$ cat config.mk
export PLATFORM = sky130hd
export DESIGN_NAME = i_fetch
export DESIGN_NICKNAME = d
export VERILOG_FILES = /design/src/rtl/i_fetch_pkg.sv /design/src/rtl/i_fetch_inst_mem.sv /design/src/rtl/i_fetch.sv
export SDC_FILE = /design/constraint.sdc
export NUM_CORES = 1
export LEC_CHECK = 0
export BUFFER_PORTS_ARGS = -buffer_cell sky130_fd_sc_hd__clkbuf_2
export CAP_MARGIN = 40
export CORE_ASPECT_RATIO = 0.6
export CORE_MARGIN = 2
export CORE_UTILIZATION = 46
export CTS_BUF_LIST = sky130_fd_sc_hd__clkbuf_16
export DETAILED_ROUTE_END_ITERATION = 10
export PLACE_DENSITY = 0.75
export SYNTH_ARGS = -nofsm -noshare
export SYNTH_HDL_FRONTEND = slang
export SYNTH_SLANG_ARGS = --single-unit
$ cat constraint.sdc
create_clock -name clk -period 2.4 [get_ports clk]
set_input_delay 0.48 -clock clk [delete_from_list [all_inputs] [get_ports clk]]
set_output_delay 0.48 -clock clk [all_outputs]
set_load 0.02 [all_outputs]
$ cat src/rtl/i_fetch_pkg.sv
// Shared fetch-stage definitions: instruction width, PC step, NOP encoding
// and the IF/ID pipeline latch layout.
package i_fetch_pkg;

  localparam int          INSTR_W   = 32;
  localparam logic [31:0] PC_STEP   = 32'd4;
  // sll $0,$0,0 encodes as all zeros; used for bubbles and unloaded ROM words.
  localparam logic [INSTR_W-1:0] NOP_INSTR = 32'h0000_0000;

  typedef struct packed {
    logic [INSTR_W-1:0] instruction;
    logic [31:0]        npc;
    logic               valid;
  } if_id_t;

  // Contents of IF/ID after reset or a branch flush.
  localparam if_id_t IF_ID_BUBBLE = '{instruction: NOP_INSTR, npc: 32'h0, valid: 1'b0};

endpackage

$ cat src/rtl/i_fetch_inst_mem.sv
// Instruction ROM with asynchronous read. The image is fixed at elaboration
// through ROM_IMAGE (word i at bits [32*i +: 32]); words not given read as 0,
// which decodes as a NOP, so no X ever leaves the ROM.
module inst_mem
  import i_fetch_pkg::*;
#(
  parameter int                             MEM_DEPTH = 128,
  parameter logic [MEM_DEPTH*INSTR_W-1:0]   ROM_IMAGE = '0
) (
  input  logic [$clog2(MEM_DEPTH)-1:0] addr,
  output logic [INSTR_W-1:0]           data
);

  localparam int AW = $clog2(MEM_DEPTH);

  // Bit offset of the addressed word inside the flat image (addr * 32).
  logic [AW+4:0] base;
  assign base = {addr, 5'd0};
  assign data = ROM_IMAGE[base +: INSTR_W];

endmodule

$ cat src/rtl/i_fetch.sv
// Instruction-fetch stage: PC register, PC+4 incrementer, branch-target mux,
// instruction ROM and the IF/ID pipeline latch feeding i_decode.
// Priority at each clock edge: reset > redirect > stall > normal fetch.
module i_fetch
  import i_fetch_pkg::*;
#(
  parameter logic [31:0]                  RESET_PC  = 32'h0000_0000,
  parameter int                           MEM_DEPTH = 128,
  parameter logic [MEM_DEPTH*INSTR_W-1:0] ROM_IMAGE = '0
) (
  input  logic                clk,
  input  logic                rst_n,
  input  logic                EX_MEM_pcsrc,
  input  logic [31:0]         EX_MEM_npc,
  input  logic                stall,
  output logic [INSTR_W-1:0]  IF_ID_instruction,
  output logic [31:0]         IF_ID_npc,
  output logic                IF_ID_valid,
  output logic [31:0]         pc_out
);

  localparam int AW = $clog2(MEM_DEPTH);

  logic [31:0]        pc;
  logic [31:0]        pc_next;
  logic [31:0]        npc;
  logic [INSTR_W-1:0] rom_data;
  if_id_t             if_id;

  // Branch targets are forced word-aligned, so their low bits never matter.
  logic unused_target_low;
  assign unused_target_low = ^EX_MEM_npc[1:0];

  // Wraps modulo 2^32 naturally.
  assign npc = pc + PC_STEP;

  // Upper PC bits are dropped, so the fetch index wraps modulo MEM_DEPTH.
  inst_mem #(
    .MEM_DEPTH (MEM_DEPTH),
    .ROM_IMAGE (ROM_IMAGE)
  ) u_rom (
    .addr (pc[AW+1:2]),
    .data (rom_data)
  );

  // Next-PC select: redirect beats stall, stall holds, otherwise advance.
  always_comb begin
    // NOTE: default assigned first so every path drives pc_next and no latch is inferred.
    pc_next = pc;
    if (EX_MEM_pcsrc) begin
      pc_next = {EX_MEM_npc[31:2], 2'b00};
    end else if (!stall) begin
      pc_next = npc;
    end
  end

  // PC register with synchronous reset.
  always_ff @(posedge clk) begin
    // NOTE: state is updated with non-blocking assignments so all registers sample pre-edge values.
    if (!rst_n) begin
      pc <= RESET_PC;
    end else begin
      pc <= pc_next;
    end
  end

  // IF/ID latch: reset and redirect insert a bubble, stall holds, normal loads the fetch.
  always_ff @(posedge clk) begin
    if (!rst_n) begin
      if_id <= IF_ID_BUBBLE;
    end else if (EX_MEM_pcsrc) begin
      if_id <= IF_ID_BUBBLE;
    end else if (!stall) begin
      if_id <= '{instruction: rom_data, npc: npc, valid: 1'b1};
    end
  end

  assign IF_ID_instruction = if_id.instruction;
  assign IF_ID_npc         = if_id.npc;
  assign IF_ID_valid       = if_id.valid;
  assign pc_out            = pc;

endmodule

After elaboration in Yosys (flattened, before gate mapping)
Cells that the tools add are included.
{"block": "op_classes", "shift": 1, "mux": 2, "add_sub_neg": 1, "n_eq_ne": 1, "n_reduce_logical": 1, "bitwise_logic": 1}
{"op": "$shiftx 4096x13->32 const A", "count": 1}
{"op": "$mux 32", "count": 2}
{"op": "$add 32x3->32 const B", "count": 1}
{"op": "$ne 2x2->1 const B", "count": 1}
{"op": "$reduce_or 2->1", "count": 1}
{"op": "$not 1->1", "count": 1}
{"block": "word_totals", "ff_bits": 97, "in_bits": 36}

Logic depth before layout (Yosys ltp)
Gate-level depths: netlist (run 1).
{"block": "depth", "ltp_word": 3, "ltp_mapped": 6}

Hierarchy
From an unflattened synthesis (run 1), not the netlist that was laid out.
{"block": "unflattened", "hier_cells": 528, "hier_area_um2": 4586.9}
{"module": "i_fetch", "area_each_um2": 4342.9, "n_inst": 1, "cells_per_inst": 495}
{"module": "inst_mem", "area_each_um2": 244.0, "n_inst": 1, "cells_per_inst": 33}

Least setup slack after synthesis (run 1)
Ideal clock, no wire load.
{"block": "synth_path", "kind": "reg2reg", "from": "register pc[10] (netlist: pc_out[10])", "to": "register if_id (netlist bit IF_ID_npc[25])", "synth_period_minus_slack_ns": 2.135, "slack_ns": 0.265, "arrival_time_ns": 2.061, "t_required_ns": 2.326, "setup_ns": 0.074, "stages_incl_launch_ff": 6, "path_cell_list": "dfxtp_1 > buf_2 > nand4_1 > or4_1 > or4_1 > a31oi_1"}
{"block": "synth_via", "elab_chain_cells": 1}
{"item": "start, declared", "line": "i_fetch.sv:24", "text": "logic [31:0] pc;"}
{"item": "start signal, assigned", "line": "i_fetch.sv:63", "text": "pc <= pc_next;"}
{"item": "$add 32x3->32", "line": "i_fetch.sv:35", "text": "assign npc = pc + PC_STEP;"}
{"item": "end signal, assigned", "line": "i_fetch.sv:74", "text": "if_id <= '{instruction: rom_data, npc: npc, valid: 1'b1};"}
{"item": "end, declared", "line": "i_fetch.sv:28", "text": "if_id_t if_id;"}
Every way passes these cells.
A chain may end at the register's enable or synchronous reset.

Worst setup path in the final report (run 1)
{"block": "layout_path", "from": "register pc[20] (netlist: pc_out[20])", "to": "register if_id (netlist bit IF_ID_npc[30])"}
Same word-level chain as after synthesis.

==> impl_summary.txt, run 1 <==
----------------------------------------------------
[Critical path]
  Dominant cell type by count on the critical path ... or4_1
  Flop-to-flop setup slack ... about 0.18 ns
  Maximum fanout along the worst path ... 10
  Highest-delay cell along the critical path ... or4_1
  Endpoint kind of the worst setup timing path ... flop
  Path type of the worst setup path ... reg2reg
  Kind of launch point of the worst setup path ... flop
  Critical Path Stages ... 4
  Worst R2R Path Depth ... 4
  CP Buf/Inv Count ... 0
  CP Data Arrival Time ... 2.46 ns
  Worst path max stage delay ... 0.63 ns
  Crit-path cells ... nand4_1 -> or4_1 -> or4_1 -> a31oi_1
  WP data required ... around 2.6 ns
  Category of cells accounting for the largest share of critical-path delay ... simple AND/OR/NAND/NOR gates

[Yosys]
  Number of distinct library cells after synthesis ... between 40 and 50
  Proportion of register bits with asynchronous set or reset after synthesis ... 0%
  Number of instances in the synthesized netlist ... 450
  Register bit total from synthesis ... approximately 60
  Area of the mapped netlist ... between 3000 and 4000 um^2
  Count of synthesis-stage warnings from yosys ... 0
  Post-synth top area cell ... dfxtp_1
  Syn Area/Cell ... 7.935 um^2
  Top post-synthesis cells by area ... dfxtp_1 (34%), o21ai_0 (8.0%), buf_4 (7.8%)
  Register area share after synthesis ... 34.20%
  Count of flip-flops with a built-in enable after synthesis ... 0
  Leading register cell type out of synthesis ... dfxtp_1
  Fraction of synthesized cell area taken by the top area cell type ... about a third

[Clock tree]
  Number of gates resized after cts ... 0
  Maximum buffer depth of the clock tree ... 2
  Clock latency reported for the late side of the worst-skew pair ... between 0.3 and 0.4 ns
  CTS Hold Buffers Added ... 0
  Clock tree from TritonCTS ... yes
  CTS Root Buffer Type ... clkbuf_16
  H-tree lvl count ... 3
  Total clock buffers created by CTS ... 9
  Post-CTS clock slew at the launch and capture registers of the worst setup and hold paths ... roughly 0.05 ns
  Total clock sinks ... roughly 60
  Number of setup buffers added after CTS ... 0

[Pwr]
  Largest voltage drop on the vdd net ... approximately 0.37 mV
  Leakage power ... approximately 1.8 nW
  Total power divided by cell area ... 615.0 nW/um^2

[Job]
  Count of max-cap constraint violations ... 0

[Die]
  Effective utilization at floorplan ... between 40% and 50%
  Area of the die ... 8506 um^2
  Number of ports placed on the die boundary ... approximately 130
  Die extent in y ... around 72 um
  Standard cell core area ... roughly 7400 um^2
  Die width ... roughly 120 um
  Num rows ... 24

[Detailed routing]
  Vias per cell ... ~5.8
  Number of remaining DRC errors ... 0
  First-pass detailed-route iteration total ... 5
  Total vias in the final route ... a little under 4k
  Total wire length ... around 12 mm
  Starting DRC count in detailed routing ... around 440
  Detail-routed net length per standard cell ... between 15 and 20 um
  Antenna-violating nets left ... 0

[Timing]
  Actual transition at the worst max-transition pin ... approximately 0.57 ns
  Endpoints failing hold ... 0
  Tmin final ... roughly 2.2 ns
  Slew Limit Headroom ... between 60% and 70%
  Endpoints failing setup ... 0
  RSZ-0062 raised after global routing ... no
  Final cycle utilization of the critical path ... 92.62%
  Final worst clock skew ... roughly 0.0063 ns
  Sum of negative setup slack ... 0 ns
  Pins over their slew limit ... 0
  Top achievable clock speed ... about 0.45 GHz
  Worst setup margin ... roughly 0.18 ns

[Final layout]
  Number of diodes ... 0
  Fraction of layout instances using a drive strength above 1 ... approximately 27%
  Count of filler cells inserted in the layout ... between 600 and 700
  Synth-to-layout area growth ... 24.53%
  Fin nets ... 592

[Global routing]
  First-pass GRT wire length ... 18.43 mm
  Number of antenna violations at the first check in global routing ... 0
  Maximum number of pins on one net before global-route repair ... 43
  Congestion Overflow GR ... 0
  Global Route Usage Sum ... a little over a quarter
  Via count of the first global-routing pass ... 3562

[Placed design]
  Worst setup slack before clock tree synthesis ... about 0.22 ns
  HPWL after detailed placement ... approximately 8.9 mm
  Number of buffer cells added on primary ports ... 94
  Routability-driven placement congestion ratio ... a little under 1

[Run status]
  Run status ... finished clean

[Min path]
  Worst min-delay path category ... in2reg
  Hold Path Depth ... 2

----------------------------------------------------
through the flow:
stage                     util [%]  instances  hold WS (ns)  total power [mW]  area, um^2
after floorplan                  -        485        0.5407             1.481        3702
after global placement       56.67        648        0.4452             1.605        4187
after detailed placement     56.67        648        0.4577             1.617        4187
after CTS                    60.20        664        0.3989             2.738        4447
after global routing         60.20        664        0.4144             2.832        4447
final                        60.20        664        0.4022             2.735        4447
cells in the final DEF (no fill, tap or decap), types with 3 or more instances in the layout:
cell type	Yosys	routed
clkbuf_2	0	94
dfxtp_1	61	61
o21ai_0	57	57
buf_4	37	38
conb_1	1	36
a21oi_1	35	35
xnor2_1	22	22
nor3_1	19	19
nand2_1	19	19
nor4_1	17	17
or4_1	16	16
nor2_1	13	13
a31oi_1	13	13
nand4_1	11	11
nand3_1	10	10
clkbuf_16	0	9
or3_1	8	8
o31ai_1	8	8
inv_1	5	7
nand2b_1	6	6
a211oi_1	6	6
a311oi_1	5	5
o311a_1	4	4
nor2b_1	4	4
and3_1	4	4
clkinv_2	0	4
and2_1	3	3
a211o_1	3	3
and4_1	3	3
final cells by class:
type / count / area (um^2) / area share, %
multi-input combinational: 344 / 2037 / 45.81
sequential: 61 / 1221 / 27.46
timing repair buffer: 133 / 775.7 / 17.45
clock buffer: 9 / 225.2 / 5.065
tap: 104 / 130.1 / 2.926
clock inverter: 7 / 35.03 / 0.7878
inverter: 6 / 22.52 / 0.5065
logic make-up (layout without fill, tap and decap cells):
logic type / Yosys count / in the layout / synth area share, %
buffers and inverters: 80 / 155 / 12.44
AO/OA/AOI/OAI: 138 / 138 / 22.95
other: 1 / 36 / 0.1050
flip-flops: 61 / 61 / 34.20
multiplexers: 2 / 2 / 0.5606
XOR/XNOR: 24 / 24 / 5.886
AND/OR/NAND/NOR: 143 / 143 / 23.51
adder cells (fa/ha/maj): 1 / 1 / 0.3503
sequential cells by signal (all words and copies together), names as in the netlist:
register,flops
IF_ID_npc,30
pc_out,30
IF_ID_valid,1
Yosys cell counts, types with 2 or more instances:
library cell  number
a31oi_1           13
buf_4             37
buf_1              3
clkbuf_1          30
nand4_1           11
and2_1             3
nand2b_1           6
nand3_1           10
a211oi_1           6
nor4_1            17
o21ai_0           57
inv_1              5
or2_2              2
xor2_1             2
or4_1             16
o21a_1             2
a21oi_1           35
buf_2              4
o311a_1            4
nor2_1            13
nand2_1           19
nor3_1            19
o31ai_1            8
and3_1             4
dfxtp_1           61
a311oi_1           5
or3_1              8
and4_1             3
a211o_1            3
xnor2_1           22
mux2i_1            2
nor2b_1            4
routing by layer:
metal | global-route usage (%) | routed length, um | share of wire, % | up-vias
met5 | 0 | 0 | 0 | -
met4 | 6.292 | 132 | 1.1 | 0
met3 | 7.783 | 1431 | 12 | 18
met2 | 41.02 | 4902 | 42 | 257
met1 | 39.48 | 5297 | 45 | 1802
li1 | - | - | - | 1802
worst paths after layout:
check / from / end
min reg2reg: IF_ID_valid / IF_ID_valid
max: pc_out[20] / IF_ID_npc[30]
min: EX_MEM_npc[4] / pc_out[4]
max reg2reg: pc_out[20] / IF_ID_npc[30]
power by group:
| part | internal [mW] | switching [mW] | leakage [nW] | total (mW) |
|---|---|---|---|---|
| clock network | 0.682 | 0.446 | 0.137 | 1.13 |
| logic | 0.164 | 0.307 | 1.14 | 0.471 |
| registers | 1.07 | 0.0660 | 0.502 | 1.14 |
| total | 1.92 | 0.819 | 1.78 | 2.73 |
Note: power is estimated with default switching activity, not from simulation.
==> run 2, diff against run 1 <==
--- a/config.mk
+++ b/config.mk
@@ -12,7 +12,7 @@
 export CORE_UTILIZATION = 46
 export CTS_BUF_LIST = sky130_fd_sc_hd__clkbuf_16
 export DETAILED_ROUTE_END_ITERATION = 10
-export PLACE_DENSITY = 0.75
+export PLACE_DENSITY = 0.76
 export SYNTH_ARGS = -nofsm -noshare
 export SYNTH_HDL_FRONTEND = slang
 export SYNTH_SLANG_ARGS = --single-unit
==> run 2 against run 1 <==
Maximum frequency decreased by 0.11%. Combinational power decreased by 2%. Critical endpoint is now pc_out[31]. Utilization increased by 0.20 points. Count of clock-buffer cells in the layout unchanged. Via count decreased by 1.8%. Register-to-register slack about the same. Clock power increased by 9.7%. Design area increased by 0.34%. Critical path depth unchanged. Worst setup slack got worse by 0.0025 ns.
==> impl_summary.txt, run 2 (synthesis results as in run 1) <==
----------------------------------------------------
[Run status]
  Run status ... finished clean

[Global routing]
  Congestion Overflow GR ... 0 (unchanged)
  Global Route Usage Sum ... 26.85% (-0.63 points)
  Via count of the first global-routing pass ... 3380 (-5.1%)
  First-pass GRT wire length ... 17.71 mm (-3.9%)
  Number of antenna violations at the first check in global routing ... 0 (unchanged)
  Maximum number of pins on one net before global-route repair ... 41 (-4.7%)

[Critical path]
  Dominant cell type by count on the critical path ... or4_1
  Endpoint kind of the worst setup timing path ... flop
  CP Buf/Inv Count ... 0 (unchanged)
  Worst path max stage delay ... 0.63 ns (about the same)
  CP Capture Point ... pc_out[31]
  Kind of launch point of the worst setup path ... flop
  Worst R2R Path Depth ... 4 (unchanged)
  Critical Path Stages ... 4 (unchanged)
  WP data required ... 2.66 ns (+0.02 ns)
  Path type of the worst setup path ... reg2reg
  Category of cells accounting for the largest share of critical-path delay ... simple AND/OR/NAND/NOR gates
  Flop-to-flop setup slack ... 0.17 ns (about the same)
  CP Data Arrival Time ... 2.48 ns (+0.02 ns)
  Worst setup startpoint ... pc_out[9]
  Maximum fanout along the worst path ... 9 (-1)
  Crit-path cells ... nand4_1 -> or4_1 -> or4_1 -> a31oi_1
  Critical R2R Launch ... pc_out[9]
  Critical register-to-register path endpoint ... pc_out[31]
  Highest-delay cell along the critical path ... or4_1

[Final layout]
  Fin nets ... 591 (-0.17%)
  Number of diodes ... 0 (unchanged)
  Fraction of layout instances using a drive strength above 1 ... 26.83% (-0.49 points)
  Most used cells in the layout excluding fill and tap cells ... clkbuf_2 (94), dfxtp_1 (61), o21ai_0 (57)
  Most common cell after layout, fill and taps aside ... clkbuf_2
  Synth-to-layout area growth ... 24.95%
  Design Area, Final ... 4462 um^2 (+0.34%)
  Count of filler cells inserted in the layout ... 708 (+2.2%)

[Detailed routing]
  Total vias in the final route ... 3809 (-1.8%)
  First-pass detailed-route iteration total ... 5 (unchanged)
  Total wire length ... 11.45 mm (-2.7%)
  Antenna-violating nets left ... 0 (unchanged)
  Vias per cell ... 5.745 (-1.7%)
  Detail-routed net length per standard cell ... 17.27 um (-2.5%)
  Starting DRC count in detailed routing ... 397 (-9.6%)
  Number of remaining DRC errors ... 0 (unchanged)

[Timing]
  Top achievable clock speed ... 0.4494 GHz (-0.11%)
  RSZ-0062 raised after global routing ... no
  Endpoints failing setup ... 0 (unchanged)
  Sum of negative setup slack ... 0 ns (unchanged)
  Final worst clock skew ... 0.004058 ns (-0.002272 ns)
  Slew Limit Headroom ... 64.41% (+2.6 points)
  Actual transition at the worst max-transition pin ... 0.5289 ns (-0.03899 ns)
  Tmin final ... 2.225 ns (+0.002514 ns)
  Final cycle utilization of the critical path ... 92.72% (+0.10 points)
  Pins over their slew limit ... 0 (unchanged)
  Endpoints failing hold ... 0 (unchanged)

[Clock tree]
  Clock tree from TritonCTS ... yes
  Maximum buffer depth of the clock tree ... 2 (unchanged)
  Post-CTS clock slew at the launch and capture registers of the worst setup and hold paths ... 0.05 ns (about the same)
  CTS Hold Buffers Added ... 0 (unchanged)
  CTS Root Buffer Type ... clkbuf_16
  Clock latency reported for the late side of the worst-skew pair ... 0.33 ns (about the same)
  Number of setup buffers added after CTS ... 0 (unchanged)
  H-tree lvl count ... 3 (unchanged)
  Number of gates resized after cts ... 0 (unchanged)
  Total clock sinks ... 61 (unchanged)
  Total clock buffers created by CTS ... 9 (unchanged)

[Placed design]
  Total cell area at the placement stage ... 4179 um^2 (-0.18%)
  Number of buffer cells added on primary ports ... 94 (unchanged)
  Routability-driven placement congestion ratio ... 0.9600 (-0.56%)
  HPWL after detailed placement ... 8.562 mm (-4.2%)

[Pwr]
  Cell internal power dissipation ... 2.020 mW (+5.4%)
  Sequential share of power ... 40.0% (-1.5 points)
  Switching Power ... 0.8254 mW (+0.77%)
  Largest voltage drop on the vdd net ... 0.2761 mV (-25%)
  Total power divided by cell area ... 637.6 nW/um^2 (+3.7%)
  Part of the power in the clock network ... 43.7% (+2.4 points)
  Switching Share ... 29.01% (-0.94 points)
  Leakage power ... 1.778 nW (-0.13%)
  Comb power frac ... 16.3% (-0.9 points)

[Die]
  Effective utilization at floorplan ... 48.34% (unchanged)
  Die width ... 117.7 um (unchanged)
  Number of ports placed on the die boundary ... 133 (unchanged)
  Area of the die ... 8506 um^2 (unchanged)
  Die extent in y ... 72.25 um (unchanged)
  Num rows ... 24 (unchanged)
  Standard cell core area ... 7387 um^2 (unchanged)

[Min path]
  Worst min-delay path category ... in2reg

[Job]
  Count of max-cap constraint violations ... 0 (unchanged)

----------------------------------------------------
-- run 2: worst min-delay path by stage --
| stage | from | to | slack, ns | depth (start not counted) |
|---|---|---|---|---|
| floorplan | IF_ID_npc[4] | IF_ID_npc[4] | 0.54 | 2 |
| global placement | IF_ID_valid | IF_ID_valid | 0.45 | 1 |
| detailed placement | IF_ID_npc[5] | IF_ID_npc[5] | 0.46 | 2 |
| CTS | EX_MEM_npc[4] | pc_out[4] | 0.39 | 2 |
| global route | EX_MEM_npc[4] | pc_out[4] | 0.41 | 2 |
| finish | EX_MEM_npc[4] | pc_out[4] | 0.40 | 2 |
-- run 2: per-stage QoR --
step | hold slack [ns] | util (%) | total power [mW] | instances | setup WS, ns
floorplan | 0.5407 | - | 1.481 | 485 | 0.2646
global placement | 0.4453 | 56.57 | 1.605 | 647 | 0.2822
detailed placement | 0.4555 | 56.57 | 1.614 | 647 | 0.2389
CTS | 0.3913 | 60.40 | 2.849 | 663 | 0.2081
global route | 0.4111 | 60.40 | 2.952 | 663 | 0.09520
finish | 0.3977 | 60.40 | 2.845 | 663 | 0.1747
-- run 2: layout make-up --
| type | instances | area (um^2) | share of cell area [%] |
|---|---|---|---|
| Clock buffer | 9 | 225.2 | 5.048 |
| Clock inverter | 7 | 57.56 | 1.290 |
| Inverter | 6 | 22.52 | 0.5048 |
| Multi-Input combinational cell | 344 | 2037 | 45.65 |
| Sequential cell | 61 | 1221 | 27.37 |
| Tap cell | 104 | 130.1 | 2.916 |
| Timing Repair Buffer | 132 | 768.2 | 17.22 |
-- run 2: worst reg2reg max path, cell delays in order (launching register included) --
cell and delay, ns:
dfxtp_1 0.51, nand4_1 0.36, or4_1 0.64, or4_1 0.49, a31oi_1 0.16
-- run 2: power groups by stage --
stage / clock network [mW] / logic, mW / registers (mW)
after floorplan: 0 / 0.273 / 1.21
after global placement: 0 / 0.451 / 1.15
after detailed placement: 0 / 0.457 / 1.16
after CTS: 1.25 / 0.460 / 1.14
after global routing: 1.31 / 0.501 / 1.15
final: 1.24 / 0.463 / 1.14
-- run 2: metal layers --
metal	global-route usage (%)	share of wire, %
met5	0	0
met4	6.827	0.72
met3	7.783	8.3
met2	37.21	41
met1	40.45	50
==> run 3, diff against run 2 <==
--- a/config.mk
+++ b/config.mk
@@ -13,6 +13,7 @@
 export CTS_BUF_LIST = sky130_fd_sc_hd__clkbuf_16
 export DETAILED_ROUTE_END_ITERATION = 10
 export PLACE_DENSITY = 0.76
+export SLEW_MARGIN = 0
 export SYNTH_ARGS = -nofsm -noshare
 export SYNTH_HDL_FRONTEND = slang
 export SYNTH_SLANG_ARGS = --single-unit
==> constraint.sdc (replaced) <==
create_clock -name clk -period 2.4 [get_ports clk]
set_input_delay 0.24 -clock clk [delete_from_list [all_inputs] [get_ports clk]]
set_output_delay 0.24 -clock clk [all_outputs]
set_load 0.02 [all_outputs]
==> run 3 against run 2 <==
Register-to-register slack better by 0.08 ns. Hold slack worse by 0.25 ns. Utilization hardly changed. Count of clock-buffer cells in the layout stayed put. Maximum frequency is 3.8% higher. Largest cell class unchanged. Critical endpoint unchanged. Critical path type unchanged. Combinational power hardly changed. Highest routed layer unchanged. Sequential share of layout area hardly changed. Total power is 3.9% higher. Non-clock buffer count is 3 lower.
==> impl_summary.txt, run 3 (synthesis results as in run 1) <==
----------------------------------------------------
[Pwr]
  Largest voltage drop on the vdd net ... 0.4214 mV (+53%)
  Total power divided by cell area ... 662.6 nW/um^2 (+3.9%)
  Leakage power ... 1.778 nW (about the same)
  Total design power ... 2.957 mW (+3.9%)

[Timing]
  Actual transition at the worst max-transition pin ... 0.6908 ns (+0.1619 ns)
  Tmin final ... 2.143 ns (-0.08197 ns)
  Final cycle utilization of the critical path ... 89.31% (-3.4 points)
  Endpoints failing hold ... 0 (unchanged)
  RSZ-0062 raised after global routing ... no
  Worst setup margin ... 0.2566 ns (+0.08198 ns)
  Pins over their slew limit ... 0 (unchanged)
  Worst hold slack ... 0.1481 ns (-0.2496 ns)
  Slew Limit Headroom ... 53.59% (-11 points)
  Endpoints failing setup ... 0 (unchanged)
  Top achievable clock speed ... 0.4666 GHz (+3.8%)
  Sum of negative setup slack ... 0 ns (unchanged)
  Final worst clock skew ... 0.005723 ns (+0.001665 ns)

[Detailed routing]
  Total vias in the final route ... 3796 (-0.34%)
  Starting DRC count in detailed routing ... 290 (-27%)
  First-pass detailed-route iteration total ... 5 (unchanged)
  Total wire length ... 11.60 mm (+1.3%)
  Antenna-violating nets left ... 0 (unchanged)
  Number of remaining DRC errors ... 0 (unchanged)
  Detail-routed net length per standard cell ... 17.58 um (+1.8%)
  Vias per cell ... 5.752 (+0.11%)

[Final layout]
  Fraction of layout instances using a drive strength above 1 ... 26.62% (-0.21 points)
  Final core area utilization ... 60.42% (about the same)
  Most used cells in the layout excluding fill and tap cells ... clkbuf_2 (94), dfxtp_1 (61), o21ai_0 (57)
  Most common cell after layout, fill and taps aside ... clkbuf_2
  Synth-to-layout area growth ... 24.98% (about the same)
  Number of diodes ... 0 (unchanged)
  Count of filler cells inserted in the layout ... 675 (-4.7%)
  Fin nets ... 588 (-0.51%)

[Clock tree]
  Maximum buffer depth of the clock tree ... 2 (unchanged)
  Total clock sinks ... 61 (unchanged)
  CTS Hold Buffers Added ... 0 (unchanged)
  Clock tree from TritonCTS ... yes
  Number of setup buffers added after CTS ... 0 (unchanged)
  H-tree lvl count ... 3 (unchanged)
  Total clock buffers created by CTS ... 9 (unchanged)
  Clock latency reported for the late side of the worst-skew pair ... 0.34 ns (about the same)
  CTS Root Buffer Type ... clkbuf_16
  Post-CTS clock slew at the launch and capture registers of the worst setup and hold paths ... 0.05 ns (about the same)
  Number of gates resized after cts ... 0 (unchanged)

[Job]
  Count of max-cap constraint violations ... 0 (unchanged)

[Critical path]
  Highest-delay cell along the critical path ... or4_1
  Critical register-to-register path endpoint ... pc_out[31]
  Endpoint kind of the worst setup timing path ... flop
  Maximum fanout along the worst path ... 6 (-3)
  WP data required ... 2.67 ns (about the same)
  Worst path max stage delay ... 0.63 ns (about the same)
  Crit-path cells ... nand4_1 -> or4_1 -> or4_1 -> a31oi_1
  Critical R2R Launch ... pc_out[14]
  CP Capture Point ... pc_out[31]
  Path type of the worst setup path ... reg2reg
  Flop-to-flop setup slack ... 0.26 ns (+0.08 ns)
  CP Data Arrival Time ... 2.41 ns (-0.07 ns)
  Worst R2R Path Depth ... 4 (unchanged)
  Dominant cell type by count on the critical path ... or4_1
  Kind of launch point of the worst setup path ... flop
  Worst setup startpoint ... pc_out[14]

[Placed design]
  Worst setup slack before clock tree synthesis ... 0.2727 ns (+0.03378 ns)
  Number of buffer cells added on primary ports ... 94 (unchanged)
  Routability-driven placement congestion ratio ... 0.9328 (-2.8%)
  HPWL after detailed placement ... 8.485 mm (-0.90%)

[Die]
  Num rows ... 24 (unchanged)
  Area of the die ... 8506 um^2 (unchanged)
  Number of ports placed on the die boundary ... 133 (unchanged)
  Effective utilization at floorplan ... 48.34% (unchanged)
  Standard cell core area ... 7387 um^2 (unchanged)
  Die extent in y ... 72.25 um (unchanged)
  Die width ... 117.7 um (unchanged)

[Global routing]
  Via count of the first global-routing pass ... 3392 (+0.36%)
  First-pass GRT wire length ... 18.05 mm (+1.9%)
  Number of antenna violations at the first check in global routing ... 0 (unchanged)
  Maximum number of pins on one net before global-route repair ... 51 (+24%)
  Global Route Usage Sum ... 27.49% (+0.64 points)
  Congestion Overflow GR ... 0 (unchanged)

[Run status]
  Run status ... finished clean

[Min path]
  Worst min-delay path category ... in2reg

----------------------------------------------------
[run 3: changes by cell type in the layout (fill, tap and decap cells not counted), sizes merged]
cell and delta:
buf -3, bufinv +1, clkinvlp -1
[run 3: worst min path at each step]
| stage | startpoint | to | cells past startpoint | slack, ns |
|---|---|---|---|---|
| 2_1_floorplan | EX_MEM_npc[4] | pc_out[4] | 1 | 0.38 |
| 3_3_place_gp | IF_ID_valid | IF_ID_valid | 1 | 0.45 |
| 3_5_place_dp | IF_ID_npc[5] | IF_ID_npc[5] | 2 | 0.46 |
| 4_1_cts | EX_MEM_npc[4] | pc_out[4] | 2 | 0.13 |
| 5_1_grt | EX_MEM_npc[4] | pc_out[4] | 2 | 0.16 |
| 6_report | EX_MEM_npc[4] | pc_out[4] | 2 | 0.15 |
[run 3: power breakdown]
| group | leakage (nW) | internal [mW] | switching, mW | total (mW) |
|---|---|---|---|---|
| combinational | 1.12 | 0.160 | 0.305 | 0.465 |
| sequential | 0.502 | 1.07 | 0.0671 | 1.14 |
| clock | 0.155 | 0.893 | 0.461 | 1.35 |
| total | 1.78 | 2.12 | 0.834 | 2.96 |
[run 3: metal layers]
layer | vias up | global-route usage, % | wire (um)
li1 | 1807 | - | -
met1 | 1757 | 39.41 | 5424
met2 | 215 | 38.18 | 4632
met3 | 17 | 10.46 | 1386
met4 | 0 | 8.166 | 157
met5 | - | 0 | 0
[run 3: through the flow]
step	std cells	instance area (um^2)
after floorplan	485	3702
after global placement	644	4156
after detailed placement	644	4156
after CTS	660	4463
after global routing	660	4463
final	660	4463
[run 3: worst max-delay path: cells and delay by family, from the launching register on]
family	cells	cell delay, ns
flops	1	0.49
compound gates	1	0.16
simple gates	3	1.44
[run 3: final cells by class]
cell class / count / area, um^2 / share of cell area (%)
Clock inverter: 7 / 81.33 / 1.822
Tap cell: 104 / 130.1 / 2.916
Sequential cell: 61 / 1221 / 27.36
Clock buffer: 9 / 225.2 / 5.046
Timing Repair Buffer: 129 / 745.7 / 16.71
Inverter: 6 / 22.52 / 0.5046
Multi-Input combinational cell: 344 / 2037 / 45.64
